## src/rtl/gpio_pkg.sv

```systemverilog
// Shared register map and decode helpers for the GPIO bank.
// Latency: none (types and pure functions only).
// Backpressure: not applicable.
package gpio_pkg;

    localparam logic [5:0] GPIO_OE   = 6'h00;
    localparam logic [5:0] GPIO_OUT  = 6'h04;
    localparam logic [5:0] GPIO_IN   = 6'h08;
    localparam logic [5:0] GPIO_SET  = 6'h0C;
    localparam logic [5:0] GPIO_CLR  = 6'h10;
    localparam logic [5:0] GPIO_TGL  = 6'h14;
    localparam logic [5:0] GPIO_IE   = 6'h18;
    localparam logic [5:0] GPIO_RISE = 6'h1C;
    localparam logic [5:0] GPIO_IS   = 6'h20;

    typedef enum logic [3:0] {
        REG_OE,
        REG_OUT,
        REG_IN,
        REG_SET,
        REG_CLR,
        REG_TGL,
        REG_IE,
        REG_RISE,
        REG_IS,
        REG_NONE
    } reg_sel_e;

    // Byte-address decode; the low two address bits never select a register.
    function automatic reg_sel_e decode(input logic [5:0] addr);
        case (addr & 6'h3C)
            GPIO_OE:   return REG_OE;
            GPIO_OUT:  return REG_OUT;
            GPIO_IN:   return REG_IN;
            GPIO_SET:  return REG_SET;
            GPIO_CLR:  return REG_CLR;
            GPIO_TGL:  return REG_TGL;
            GPIO_IE:   return REG_IE;
            GPIO_RISE: return REG_RISE;
            GPIO_IS:   return REG_IS;
            default:   return REG_NONE;
        endcase
    endfunction

    function automatic logic [31:0] lane_mask(input logic [3:0] strb);
        return {{8{strb[3]}}, {8{strb[2]}}, {8{strb[1]}}, {8{strb[0]}}};
    endfunction

endpackage

```

## src/rtl/gpio_sync.sv

```systemverilog
// Single-bit pad input synchroniser, SYNC_STAGES flops deep.
// Latency: SYNC_STAGES clk cycles from d to q.
// Backpressure: none, samples every cycle.
module gpio_sync #(
    parameter int SYNC_STAGES = 2
) (
    input  logic clk,
    input  logic resetn,
    input  logic d,
    output logic q
);

    logic [SYNC_STAGES-1:0] chain;

    always_ff @(posedge clk or negedge resetn) begin
        if (!resetn) begin
            chain <= '0;
        end else begin
            chain <= {chain[SYNC_STAGES-2:0], d};
        end
    end

    assign q = chain[SYNC_STAGES-1];

endmodule

```

## src/rtl/gpio_bank.sv

```systemverilog
// GPIO bank: OE/OUT/IN registers, set/clear/toggle aliases, edge-detect interrupts.
// Latency: ready and rdata one cycle after the accepting cycle; irq one cycle after IS.
// Backpressure: one request per valid assertion; valid must drop before the next is taken.
module gpio_bank
    import gpio_pkg::*;
#(
    parameter int WIDTH       = 8,
    parameter int SYNC_STAGES = 2
) (
    input  logic             clk,
    input  logic             resetn,
    input  logic [5:0]       addr,
    input  logic [3:0]       wrstb,
    input  logic [31:0]      wdata,
    output logic [31:0]      rdata,
    input  logic             valid,
    output logic             ready,
    input  logic [WIDTH-1:0] gpio_in,
    output logic [WIDTH-1:0] gpio_out,
    output logic [WIDTH-1:0] gpio_oe,
    output logic             irq
);

    logic [WIDTH-1:0] oe_q;
    logic [WIDTH-1:0] out_q;
    logic [WIDTH-1:0] ie_q;
    logic [WIDTH-1:0] rise_q;
    logic [WIDTH-1:0] is_q;
    logic [WIDTH-1:0] in_sync;
    logic [WIDTH-1:0] in_dly;
    logic             done_q;

    logic             accept;
    logic             wr_en;
    logic             rd_en;
    reg_sel_e         sel;
    logic [WIDTH-1:0] wmask;
    logic [WIDTH-1:0] wd;
    logic [WIDTH-1:0] wbits;
    logic [WIDTH-1:0] rise_ev;
    logic [WIDTH-1:0] fall_ev;
    logic [WIDTH-1:0] edge_hit;
    logic [WIDTH-1:0] w1c;
    logic [31:0]      rd_val;

    for (genvar i = 0; i < WIDTH; i++) begin : g_sync
        gpio_sync #(
            .SYNC_STAGES(SYNC_STAGES)
        ) u_sync (
            .clk   (clk),
            .resetn(resetn),
            .d     (gpio_in[i]),
            .q     (in_sync[i])
        );
    end

    // done_q holds off re-acceptance while the master keeps valid high after ready.
    assign accept = valid && !ready && !done_q;
    assign wr_en  = accept && (wrstb != 4'h0);
    assign rd_en  = accept && (wrstb == 4'h0);
    assign sel    = decode(addr);
    assign wmask  = WIDTH'(lane_mask(wrstb));
    assign wd     = WIDTH'(wdata);
    assign wbits  = wd & wmask;

    assign rise_ev  = in_sync & ~in_dly;
    assign fall_ev  = ~in_sync & in_dly;
    assign edge_hit = ((rise_ev & rise_q) | (fall_ev & ~rise_q)) & ie_q;
    assign w1c      = (wr_en && sel == REG_IS) ? wbits : '0;

    always_comb begin
        rd_val = '0;
        case (sel)
            REG_OE:   rd_val[WIDTH-1:0] = oe_q;
            REG_OUT:  rd_val[WIDTH-1:0] = out_q;
            REG_IN:   rd_val[WIDTH-1:0] = in_sync;
            REG_IE:   rd_val[WIDTH-1:0] = ie_q;
            REG_RISE: rd_val[WIDTH-1:0] = rise_q;
            REG_IS:   rd_val[WIDTH-1:0] = is_q;
            default:  rd_val = '0;
        endcase
    end

    always_ff @(posedge clk or negedge resetn) begin
        if (!resetn) begin
            oe_q   <= '0;
            out_q  <= '0;
            ie_q   <= '0;
            rise_q <= '1;
            is_q   <= '0;
            in_dly <= '0;
            done_q <= 1'b0;
            ready  <= 1'b0;
            rdata  <= '0;
            irq    <= 1'b0;
        end else begin
            ready  <= accept;
            done_q <= valid && (done_q || accept);
            in_dly <= in_sync;
            irq    <= |(is_q & ie_q);
            // A fresh edge in the same cycle as a W1C keeps the bit set.
            is_q   <= (is_q & ~w1c) | edge_hit;
            if (rd_en) begin
                rdata <= rd_val;
            end
            if (wr_en) begin
                case (sel)
                    REG_OE:   oe_q   <= (oe_q & ~wmask) | wbits;
                    REG_OUT:  out_q  <= (out_q & ~wmask) | wbits;
                    REG_SET:  out_q  <= out_q | wbits;
                    REG_CLR:  out_q  <= out_q & ~wbits;
                    REG_TGL:  out_q  <= out_q ^ wbits;
                    REG_IE:   ie_q   <= (ie_q & ~wmask) | wbits;
                    REG_RISE: rise_q <= (rise_q & ~wmask) | wbits;
                    default:  ;
                endcase
            end
        end
    end

    assign gpio_out = out_q;
    assign gpio_oe  = oe_q;

endmodule

```

## config.mk

```make
export PLATFORM = sky130hd
export DESIGN_NAME = gpio_bank
export DESIGN_NICKNAME = d
export VERILOG_FILES = /design/src/rtl/gpio_pkg.sv /design/src/rtl/gpio_sync.sv /design/src/rtl/gpio_bank.sv
export SDC_FILE = /design/constraint.sdc
export NUM_CORES = 1
export LEC_CHECK = 0
export CAP_MARGIN = 25
export CORE_MARGIN = 8
export CORE_UTILIZATION = 35
export DETAILED_ROUTE_END_ITERATION = 16
export PLACE_DENSITY = 0.71
export SETUP_SLACK_MARGIN = 0.05
export SLEW_MARGIN = 30
export SYNTH_ARGS = -nofsm -noshare
export SYNTH_HDL_FRONTEND = slang
export SYNTH_SLANG_ARGS = --single-unit
```

## constraint.sdc

```tcl
create_clock -name clk -period 3.8 [get_ports clk]
set_clock_uncertainty 0.1 [all_clocks]
set_input_delay 0.38 -clock clk [delete_from_list [all_inputs] [get_ports clk]]
set_output_delay 0.38 -clock clk [all_outputs]
set_load 0.05 [all_outputs]
```

==> out/metrics.cfg, run 1 <==
[placement]
place_ws_ns=0.864
finalWeightedCongestion=0.868
final_hpwl_from_detailed_placement_um=6330
port_buffers=52
placedCellCount=507

[critical_path]
critical_path.cell_chain=clkdlybuf4s50_1, buf_4, or4_4, nor4b_4, o21ai_0, o22a_1
wp_data_required_ns=3.93
worstSetupEndpointType=register
worstSetupPathType=input pin to register
worstSetupStartpointType=input pin
crit_path_max_fanout=12
critical_path_arrival_ns=2.74
critPathSlowestCell=sky130_fd_sc_hd__nor4b_4
worstPathBufferInverterCount=2
crit_path_leading_delay_family=simple AND/OR/NAND/NOR gates
slowest_delay_ns=0.64

[sta]
timing_hold_violations_final=67
slew_violations=0
grt_setup_unrepaired=no
hold-worst-slack_ns=-0.0466
slew_headroom_pct=46.5
final_min_period_over_clock_period_pct=68.7
totalNegativeSetupSlack_ns=0
worst-slew-pin-transition_ns=0.799
finalCriticalPeriod_ns=2.61
fmax_mhz=383
timing.final.setup_violations=0
setup_slack_ns=1.19

[flow_run]
cap_viol_max_count=0

[grt]
first_pass_grt_wire_length_um=14400
antenna_found_initial=0
vias_in_the_first_global_route=2686
track_usage_pct=12.9
grt_max_degree=76
grt_remaining_overflow=0

[synthesis]
average_size_of_a_mapped_cell_um2=11.2
synthCells=325
postSynthRegisterBits=75
synth_top_flop_cell=sky130_fd_sc_hd__dfrtp_1
yosys_warnings=0
yosysUniqueCellTypes=44
synth-async-reset-ratio_pct=100
mappedNetlistArea_mm2=0.00364
seq_area_frac_synth_pct=51.8
synth-edff-count=0

[cells_and_area]
final_common_cell=sky130_fd_sc_hd__dfrtp_1
drive_above_1_share_pct=16.3
layout_common_cells=67 x sky130_fd_sc_hd__dfrtp_1, 51 x sky130_fd_sc_hd__clkdlybuf4s50_1, 38 x sky130_fd_sc_hd__o21ai_0
nNetsFinal=443
insertedDiodeCount=0
finalNonFillerCells=523
areaGrowthSynthToFinish_pct=21.7

[detailed_routing]
totalWireLength_um=8780
dr.first_iter.drc_count=158
vias=2674
routedWlPerCell_um=16.8
routed_via_density=5.11
drcViolationCount=0
dr.pass1.iters=7
detail-route-antenna-nets=0

[status]
failing_checks=hold timing
status=finished with violations

[clock_network]
post_cts_hold_buffer_count=0
cts_buffers=9
clock_insertion_delay_worst_skew_ns=0.34
post_cts.resized_instances=0
cts.reportedPaths.clkPinSlew_ns=0.07
cts_tree=built
clk_root_buffer_cell=sky130_fd_sc_hd__clkbuf_8
postCtsSetupBuffers=0
cts-htree-levels=3
clock-sinks=75
max-clock-path-buffers=2

[pwr]
power_leakage_nw=1.83
power.density_cell_area_mw_per_mm2=524
irDropWorstVdd_uv=206

[worst_hold_path]
holdCritPathClass=input pin to asynchronous set/reset pin

[floorplan]
floorplan.die.height_um=118
fp.dieArea_mm2=0.0139
core_region_area_mm2=0.0102
placementRows=37
top_level_ports=103
effective_utilization_at_floorplan_pct=35.6
die_w_um=118

==> stage by stage <==
step	total power [mW]	instance area, um2	utilization (%)
6_report	2.32	4430	43.3
5_1_grt	2.44	4430	43.3
4_1_cts	2.35	4430	43.3
3_5_place_dp	1.73	4230	41.4
3_3_place_gp	1.71	4230	41.4
2_1_floorplan	1.49	3730	-
==> layer usage <==
layer | global-route usage (%) | wire length (um)
met3 | 4.65 | 770
met5 | 0 | 0
met2 | 19.7 | 3980
met1 | 16.4 | 3890
met4 | 4.48 | 144
==> worst register-to-register path: stages, from the launching register on <==
cell	delay (ns)
sky130_fd_sc_hd__dfrtp_1	0.45
sky130_fd_sc_hd__nor3b_4	0.33
sky130_fd_sc_hd__nand4_1	0.24
sky130_fd_sc_hd__nor2_2	0.58
sky130_fd_sc_hd__mux2_2	0.41
==> report_power, final <==
group,switching [mW],internal [mW]
logic,0.431,0.256
registers,0.104,0.918
clock network,0.274,0.339
==> cells by family (layout without fill, tap and decap cells) <==
family / after synthesis / after routing / share of synthesized area, %
buffers and inverters: 38 / 77 / 6.70
DFF: 75 / 75 / 51.8
AOI/OAI and AO/OA: 85 / 85 / 15.1
other: 1 / 24 / 0.103
and+or+nand+nor: 87 / 87 / 14.2
adders and majority gates: 8 / 8 / 2.75
muxes: 31 / 31 / 9.41
==> area by class of cell <==
cell class                 instances  area [um2]
fill                             963        5800
sequential                        75        1890
multi-input combinational        235        1600
timing repair buffer              59         574
tap                              136         170
clock buffer                      14         163
clock inverter                     2        35.0
inverter                           2        7.51
==> Yosys cell counts, types with 2 or more instances <==
library cell | number | share of area, %
sky130_fd_sc_hd__nand3b_1 | 3 | 0.62
sky130_fd_sc_hd__a21oi_1 | 2 | 0.27
sky130_fd_sc_hd__a22o_1 | 8 | 1.9
sky130_fd_sc_hd__o22a_1 | 7 | 1.7
sky130_fd_sc_hd__inv_1 | 2 | 0.21
sky130_fd_sc_hd__nor3b_1 | 10 | 2.1
sky130_fd_sc_hd__o22ai_1 | 5 | 0.86
sky130_fd_sc_hd__a31oi_1 | 2 | 0.34
sky130_fd_sc_hd__nor3b_4 | 2 | 1.0
sky130_fd_sc_hd__a22oi_1 | 16 | 3.3
sky130_fd_sc_hd__and3_1 | 2 | 0.34
sky130_fd_sc_hd__dfrtp_1 | 67 | 46
sky130_fd_sc_hd__buf_2 | 3 | 0.41
sky130_fd_sc_hd__o211ai_1 | 2 | 0.41
sky130_fd_sc_hd__nor2b_1 | 14 | 2.4
sky130_fd_sc_hd__mux2_2 | 26 | 8.0
sky130_fd_sc_hd__nor2_1 | 11 | 1.1
sky130_fd_sc_hd__buf_4 | 24 | 4.9
sky130_fd_sc_hd__dfstp_2 | 8 | 5.8
sky130_fd_sc_hd__nand4_1 | 3 | 0.52
sky130_fd_sc_hd__clkbuf_1 | 6 | 0.62
sky130_fd_sc_hd__o21ai_0 | 38 | 5.2
sky130_fd_sc_hd__ha_1 | 8 | 2.7
sky130_fd_sc_hd__nand2_1 | 31 | 3.2
sky130_fd_sc_hd__mux2i_1 | 5 | 1.4
sky130_fd_sc_hd__buf_1 | 2 | 0.21
==> final timing paths <==
check / from / to / slack (ns) / depth (start not counted)
max: wrstb[0] / rdata[1] / 1.19 / 6
min: resetn / in_dly[1] / -0.05 / 1
max in group asynchronous: resetn / in_dly[3] / 3.19 / 1
min reg2reg: g_sync[0].u_sync.chain[0] / g_sync[0].u_sync.chain[1] / 0.25 / 0
max reg2reg: ready / register / 1.62 / 4
min in group clk: g_sync[0].u_sync.chain[0] / g_sync[0].u_sync.chain[1] / 0.25 / 0
(Power assumes the default switching activity.)
==> run 2: changes to the inputs <==
Settings changed: PLACE_DENSITY 0.71 to 0.73.
Clock period 3.8 ns to 2.3 ns, I/O delays scaled along.
==> out/metrics.cfg, run 2 (synthesized netlist as in run 1, its figures left out) <==
[grt]
vias_in_the_first_global_route=2892  ; was 2,686
antenna_found_initial=0  ; unchanged
grt_remaining_overflow=0  ; unchanged
grt_max_degree=49  ; was 76
first_pass_grt_wire_length_um=14800  ; was 14,400 um
track_usage_pct=13.2  ; was 12.9%

[detailed_routing]
vias=2745  ; was 2,674
routed_via_density=5.15  ; was 5.11
routedWlPerCell_um=16.8  ; about the same
dr.pass1.iters=5  ; was 7
dr.first_iter.drc_count=162  ; was 158
drcViolationCount=0  ; unchanged
detail-route-antenna-nets=0  ; unchanged
totalWireLength_um=8970  ; was 8780 um

[worst_hold_path]
holdCritPathClass=input pin to register  ; was input pin to asynchronous set/reset pin

[pwr]
power_leakage_nw=1.91  ; was 1.83 nW
power.density_cell_area_mw_per_mm2=883  ; was 524 mW/mm2
irDropWorstVdd_uv=349  ; was 206 uV
totalPowerFinal_mw=4.06  ; was 2.32 mW

[clock_network]
clock_insertion_delay_worst_skew_ns=0.34  ; about the same
clk_root_buffer_cell=sky130_fd_sc_hd__clkbuf_8  ; unchanged
clock-sinks=75  ; unchanged
cts_buffers=9  ; unchanged
postCtsSetupBuffers=0  ; unchanged
cts.reportedPaths.clkPinSlew_ns=0.08  ; was 0.07 ns
cts_tree=built  ; unchanged
max-clock-path-buffers=2  ; unchanged
cts-htree-levels=3  ; unchanged

[placement]
finalWeightedCongestion=0.852  ; was 0.868
place_ws_ns=0.0316  ; was 0.864 ns
port_buffers=52  ; unchanged
placedCellCount=516  ; was 507
final_hpwl_from_detailed_placement_um=6580  ; was 6330 um
dpl-instance-area_mm2=0.00435  ; was 0.00423 mm2

[floorplan]
floorplan.die.height_um=118  ; unchanged
top_level_ports=103  ; unchanged
placementRows=37  ; unchanged
effective_utilization_at_floorplan_pct=35.6  ; unchanged
core_region_area_mm2=0.0102  ; unchanged
die_w_um=118  ; unchanged
fp.dieArea_mm2=0.0139  ; unchanged

[sta]
grt_setup_unrepaired=no  ; unchanged
timing_hold_violations_final=0  ; was 67
slew_headroom_pct=57.7  ; was 46.5%
final_min_period_over_clock_period_pct=87.5
totalNegativeSetupSlack_ns=0  ; unchanged
worst-slew-pin-transition_ns=0.635  ; was 0.799 ns
slew_violations=0  ; unchanged
timing.final.setup_violations=0  ; unchanged
fmax_mhz=497
finalCriticalPeriod_ns=2.01
setup_slack_ns=0.287  ; was 1.19 ns

[cells_and_area]
insertedDiodeCount=0  ; unchanged
layout_filler_cell_count=961  ; was 963
layout.cell_area.non_filler_mm2=0.00460  ; was 0.00443 mm2
drive_above_1_share_pct=18.6  ; was 16.3%
multi_input_comb_area_mm2=0.00160  ; unchanged
nNetsFinal=453  ; was 443
regArea_mm2=0.00189  ; unchanged
final_common_cell=sky130_fd_sc_hd__dfrtp_1  ; unchanged
layout_common_cells=67 x sky130_fd_sc_hd__dfrtp_1, 51 x sky130_fd_sc_hd__clkdlybuf4s50_1, 38 x sky130_fd_sc_hd__o21ai_0  ; unchanged
finalNonFillerCells=533  ; was 523
areaGrowthSynthToFinish_pct=26.3  ; was 21.7%

[critical_path]
worstSetupPathType=register to register  ; was input pin to register
critical_path_arrival_ns=2.15  ; was 2.74 ns
wp_data_required_ns=2.44  ; was 3.93 ns
crit_path_max_fanout=8  ; was 12
ff2ff_setup_slack_ns=0.29  ; was 1.62 ns
worstSetupEndpointType=register  ; unchanged
worstSetupStartpointType=register  ; was input pin

[status]
status=completed  ; was finished with violations

[flow_run]
cap_viol_max_count=0  ; unchanged

[run 2: final timing paths]
kind / start / endpoint / depth (start not counted)
min in group asynchronous: resetn / g_sync[2].u_sync.chain[0] / 2
max in group asynchronous: resetn / asynchronous set/reset pin / 3
worst min register to register: g_sync[4].u_sync.chain[0] / g_sync[4].u_sync.chain[1] / 0
worst max-delay path: ready / gpio_out[7] / 5
worst max register to register: ready / gpio_out[7] / 5
worst min-delay path: gpio_in[3] / g_sync[3].u_sync.chain[0] / 1
[run 2: power breakdown]
part / leakage [nW] / switching, mW / internal, mW / total [mW]
Sequential: 0.886 / 0.176 / 1.52 / 1.69
Combinational: 0.903 / 0.719 / 0.437 / 1.16
Clock: 0.123 / 0.470 / 0.747 / 1.22
Total: 1.91 / 1.36 / 2.70 / 4.06
[run 2: metrics by stage]
stage	util (%)	hold slack [ns]
3_3_place_gp	42.5	0.194
5_1_grt	45.0	0.219
2_1_floorplan	-	-0.166
4_1_cts	45.0	0.206
6_report	45.0	0.219
3_5_place_dp	42.5	0.201
[run 2: what timing repair did]
item | 4_1_cts | 5_1_grt
hold buffers | 1 | 0
gates resized for setup | 0 | 0
endpoints found under the setup margin | 0 | 0
hold endpoints to repair | 43 | 0
[run 2: critical path: stages (launching register included)]
cell                      delay (ns)
sky130_fd_sc_hd__dfrtp_1        0.46
sky130_fd_sc_hd__nor3b_4        0.26
sky130_fd_sc_hd__buf_4          0.16
sky130_fd_sc_hd__nand3_1        0.11
sky130_fd_sc_hd__or3_1          0.52
sky130_fd_sc_hd__a22o_1         0.29
[run 2: routing by layer]
| layer | global-route usage, % | vias to the layer above | wire, um |
|---|---|---|---|
| met1 | 15.9 | 1327 | 3840 |
| met5 | 0 | - | 0 |
| met4 | 7.37 | 0 | 261 |
| met3 | 3.65 | 21 | 696 |
| met2 | 20.9 | 122 | 4170 |
| li1 | - | 1275 | - |
[run 2: area by class of cell]
class                           count  share of cell area, %
Inverter                            2                  0.163
Sequential cell                    75                   41.0
Tap cell                          136                   3.70
Timing Repair Buffer               69                   15.2
Multi-Input combinational cell    235                   34.7
Clock inverter                      5                   2.18
Clock buffer                       11                   3.07
==> run 3: changes to the inputs <==
Settings changed: CORE_UTILIZATION 35 to 43, PLACE_DENSITY 0.73 to 0.85, REMOVE_ABC_BUFFERS set to 1.
==> out/metrics.cfg, run 3 (synthesized netlist as in run 1, its figures left out) <==
[clock_network]
clock_insertion_delay_worst_skew_ns=0.35  ; was 0.34 ns
post_cts_hold_buffer_count=1  ; unchanged
post_cts.resized_instances=0  ; unchanged
cts.reportedPaths.clkPinSlew_ns=0.07  ; was 0.08 ns
cts-htree-levels=3  ; unchanged
cts_tree=built  ; unchanged
clk_root_buffer_cell=sky130_fd_sc_hd__clkbuf_8  ; unchanged
clock-sinks=75  ; unchanged
cts_buffers=9  ; unchanged
postCtsSetupBuffers=0  ; unchanged
max-clock-path-buffers=2  ; unchanged

[sta]
slew_violations=0  ; unchanged
timing.final.setup_violations=0  ; unchanged
totalNegativeSetupSlack_ns=0  ; unchanged
final_min_period_over_clock_period_pct=89.4  ; was 87.5%
grt_setup_unrepaired=no  ; unchanged
finalCriticalPeriod_ns=2.06  ; was 2.01 ns
fmax_mhz=486  ; was 497 MHz
worst-slew-pin-transition_ns=0.681  ; was 0.635 ns
slew_headroom_pct=54.6  ; was 57.7%
timing_hold_violations_final=0  ; unchanged

[placement]
finalWeightedCongestion=0.864  ; was 0.852
final_hpwl_from_detailed_placement_um=6760  ; was 6580 um
dpl-instance-area_mm2=0.00434  ; was 0.00435 mm2
port_buffers=52  ; unchanged

[critical_path]
worstSetupPathType=input pin to register  ; was register to register
critPathSlowestCell=sky130_fd_sc_hd__clkdlybuf4s50_1  ; was sky130_fd_sc_hd__or3_1
reg2reg_from=ready  ; unchanged
cp-endpoint=is_q[3]  ; was gpio_out[7]
wp_data_required_ns=2.42  ; was 2.44 ns
worst-path-stages=5  ; unchanged
critical_path.cell_chain=clkdlybuf4s50_1, nor3_1, nand4_1, o21ai_0, nand2_1  ; was nor3b_4, buf_4, nand3_1, or3_1, a22o_1
crit_path_leading_delay_family=simple AND/OR/NAND/NOR gates  ; unchanged
ff2ff_setup_slack_ns=0.36  ; was 0.29 ns
worstSetupStartpointType=input pin  ; was register
cp-startpoint=addr[4]  ; was ready
rr_worst_depth=5  ; unchanged
slowest_delay_ns=0.56  ; was 0.52 ns
critical_path_arrival_ns=2.18  ; was 2.15 ns
worstPathBufferInverterCount=1  ; unchanged
worstSetupEndpointType=register  ; unchanged
crit_path_max_fanout=9  ; was 8

[cells_and_area]
layout_common_cells=67 x sky130_fd_sc_hd__dfrtp_1, 51 x sky130_fd_sc_hd__clkdlybuf4s50_1, 38 x sky130_fd_sc_hd__o21ai_0  ; unchanged
final_common_cell=sky130_fd_sc_hd__dfrtp_1  ; unchanged
insertedDiodeCount=0  ; unchanged
layout_filler_cell_count=699  ; was 961
drive_above_1_share_pct=19.9  ; was 18.6%
layout.cell_area.non_filler_mm2=0.00457  ; was 0.00460 mm2
nNetsFinal=460  ; was 453
areaGrowthSynthToFinish_pct=25.4  ; was 26.3%

[floorplan]
top_level_ports=103  ; unchanged
core_region_area_mm2=0.00822  ; was 0.0102 mm2
fp.dieArea_mm2=0.0117  ; was 0.0139 mm2
die_w_um=108  ; was 118 um
floorplan.die.height_um=108  ; was 118 um
effective_utilization_at_floorplan_pct=44.3  ; was 35.6%
placementRows=33  ; was 37

[grt]
antenna_found_initial=0  ; unchanged
grt_remaining_overflow=0  ; unchanged
grt_max_degree=76  ; was 49
track_usage_pct=16.5  ; was 13.2%
first_pass_grt_wire_length_um=15000  ; was 14,800 um
vias_in_the_first_global_route=2909  ; was 2,892

[detailed_routing]
routedWlPerCell_um=18.4  ; was 16.8 um
detail-route-antenna-nets=0  ; unchanged
totalWireLength_um=9330  ; was 8970 um
dr.first_iter.drc_count=227  ; was 162
dr.pass1.iters=4  ; was 5
vias=2834  ; was 2,745
routed_via_density=5.58  ; was 5.15
drcViolationCount=0  ; unchanged

[pwr]
irDropWorstVdd_uv=353  ; was 349 uV
power_leakage_nw=1.93  ; was 1.91 nW
power.density_cell_area_mw_per_mm2=859  ; was 883 mW/mm2

[worst_hold_path]
holdCritPathClass=input pin to register  ; unchanged

[status]
status=completed  ; unchanged

[flow_run]
cap_viol_max_count=0  ; unchanged

==> run 3: cell count changes in the layout (fill, tap and decap cells not counted) <==
cell,previous run,this run
sky130_fd_sc_hd__buf_6,0,1
sky130_fd_sc_hd__buf_4,13,21
sky130_fd_sc_hd__bufinv_16,3,1
sky130_fd_sc_hd__clkbuf_8,10,13
sky130_fd_sc_hd__clkinv_2,2,0
sky130_fd_sc_hd__buf_12,4,2
==> run 3: power breakdown <==
| group | switching (mW) | leakage, nW | internal [mW] |
|---|---|---|---|
| Combinational | 0.728 | 0.931 | 0.438 |
| Clock | 0.451 | 0.109 | 0.615 |
| Sequential | 0.170 | 0.886 | 1.52 |
| Total | 1.35 | 1.93 | 2.57 |
==> run 3: worst min path at each step <==
stage	to	slack, ns	from	cells after the start
after global routing	g_sync[6].u_sync.chain[0]	0.21	gpio_in[6]	1
final	g_sync[5].u_sync.chain[0]	0.22	gpio_in[5]	1
after global placement	g_sync[6].u_sync.chain[1]	0.23	g_sync[6].u_sync.chain[0]	0
after CTS	g_sync[3].u_sync.chain[0]	0.20	gpio_in[3]	1
after floorplan	asynchronous set/reset pin	-0.17	resetn	0
after detailed placement	g_sync[3].u_sync.chain[1]	0.23	g_sync[3].u_sync.chain[0]	0
==> run 3: cell type report <==
class | count | area (um2) | share of cell area, %
clock buffer | 14 | 183 | 4.00
clock inverter | 1 | 30.0 | 0.658
inverter | 2 | 7.51 | 0.164
multi-input combinational | 235 | 1600 | 35.0
sequential | 75 | 1890 | 41.3
tap | 105 | 131 | 2.88
timing repair buffer | 76 | 729 | 16.0
==> run 3: worst register-to-register path, cell delays in order (launching register included) <==
cell	delay, ns
sky130_fd_sc_hd__dfrtp_1	0.46
sky130_fd_sc_hd__nor3b_4	0.27
sky130_fd_sc_hd__nand4_1	0.22
sky130_fd_sc_hd__nor3b_4	0.28
sky130_fd_sc_hd__buf_12	0.17
sky130_fd_sc_hd__mux2_2	0.34
==> run 3: metal layers <==
layer / track usage [%] / wire, um
met1: 20.8 / 3890
met2: 25.7 / 4460
met3: 4.52 / 774
met5: 0 / 0
met4: 8.23 / 201
==> run 3: metrics by stage <==
| stage | total power [mW] | std cells | hold slack (ns) | utilization (%) | setup slack (ns) |
|---|---|---|---|---|---|
| after floorplan | 2.41 | 312 | -0.166 | - | 0.184 |
| after global placement | 2.84 | 492 | 0.233 | 52.8 | -0.0266 |
| after detailed placement | 2.88 | 492 | 0.235 | 52.8 | -0.0534 |
| after CTS | 3.94 | 508 | 0.203 | 55.5 | 0.276 |
| after global routing | 4.10 | 508 | 0.210 | 55.6 | 0.152 |
| final | 3.92 | 508 | 0.218 | 55.6 | 0.243 |
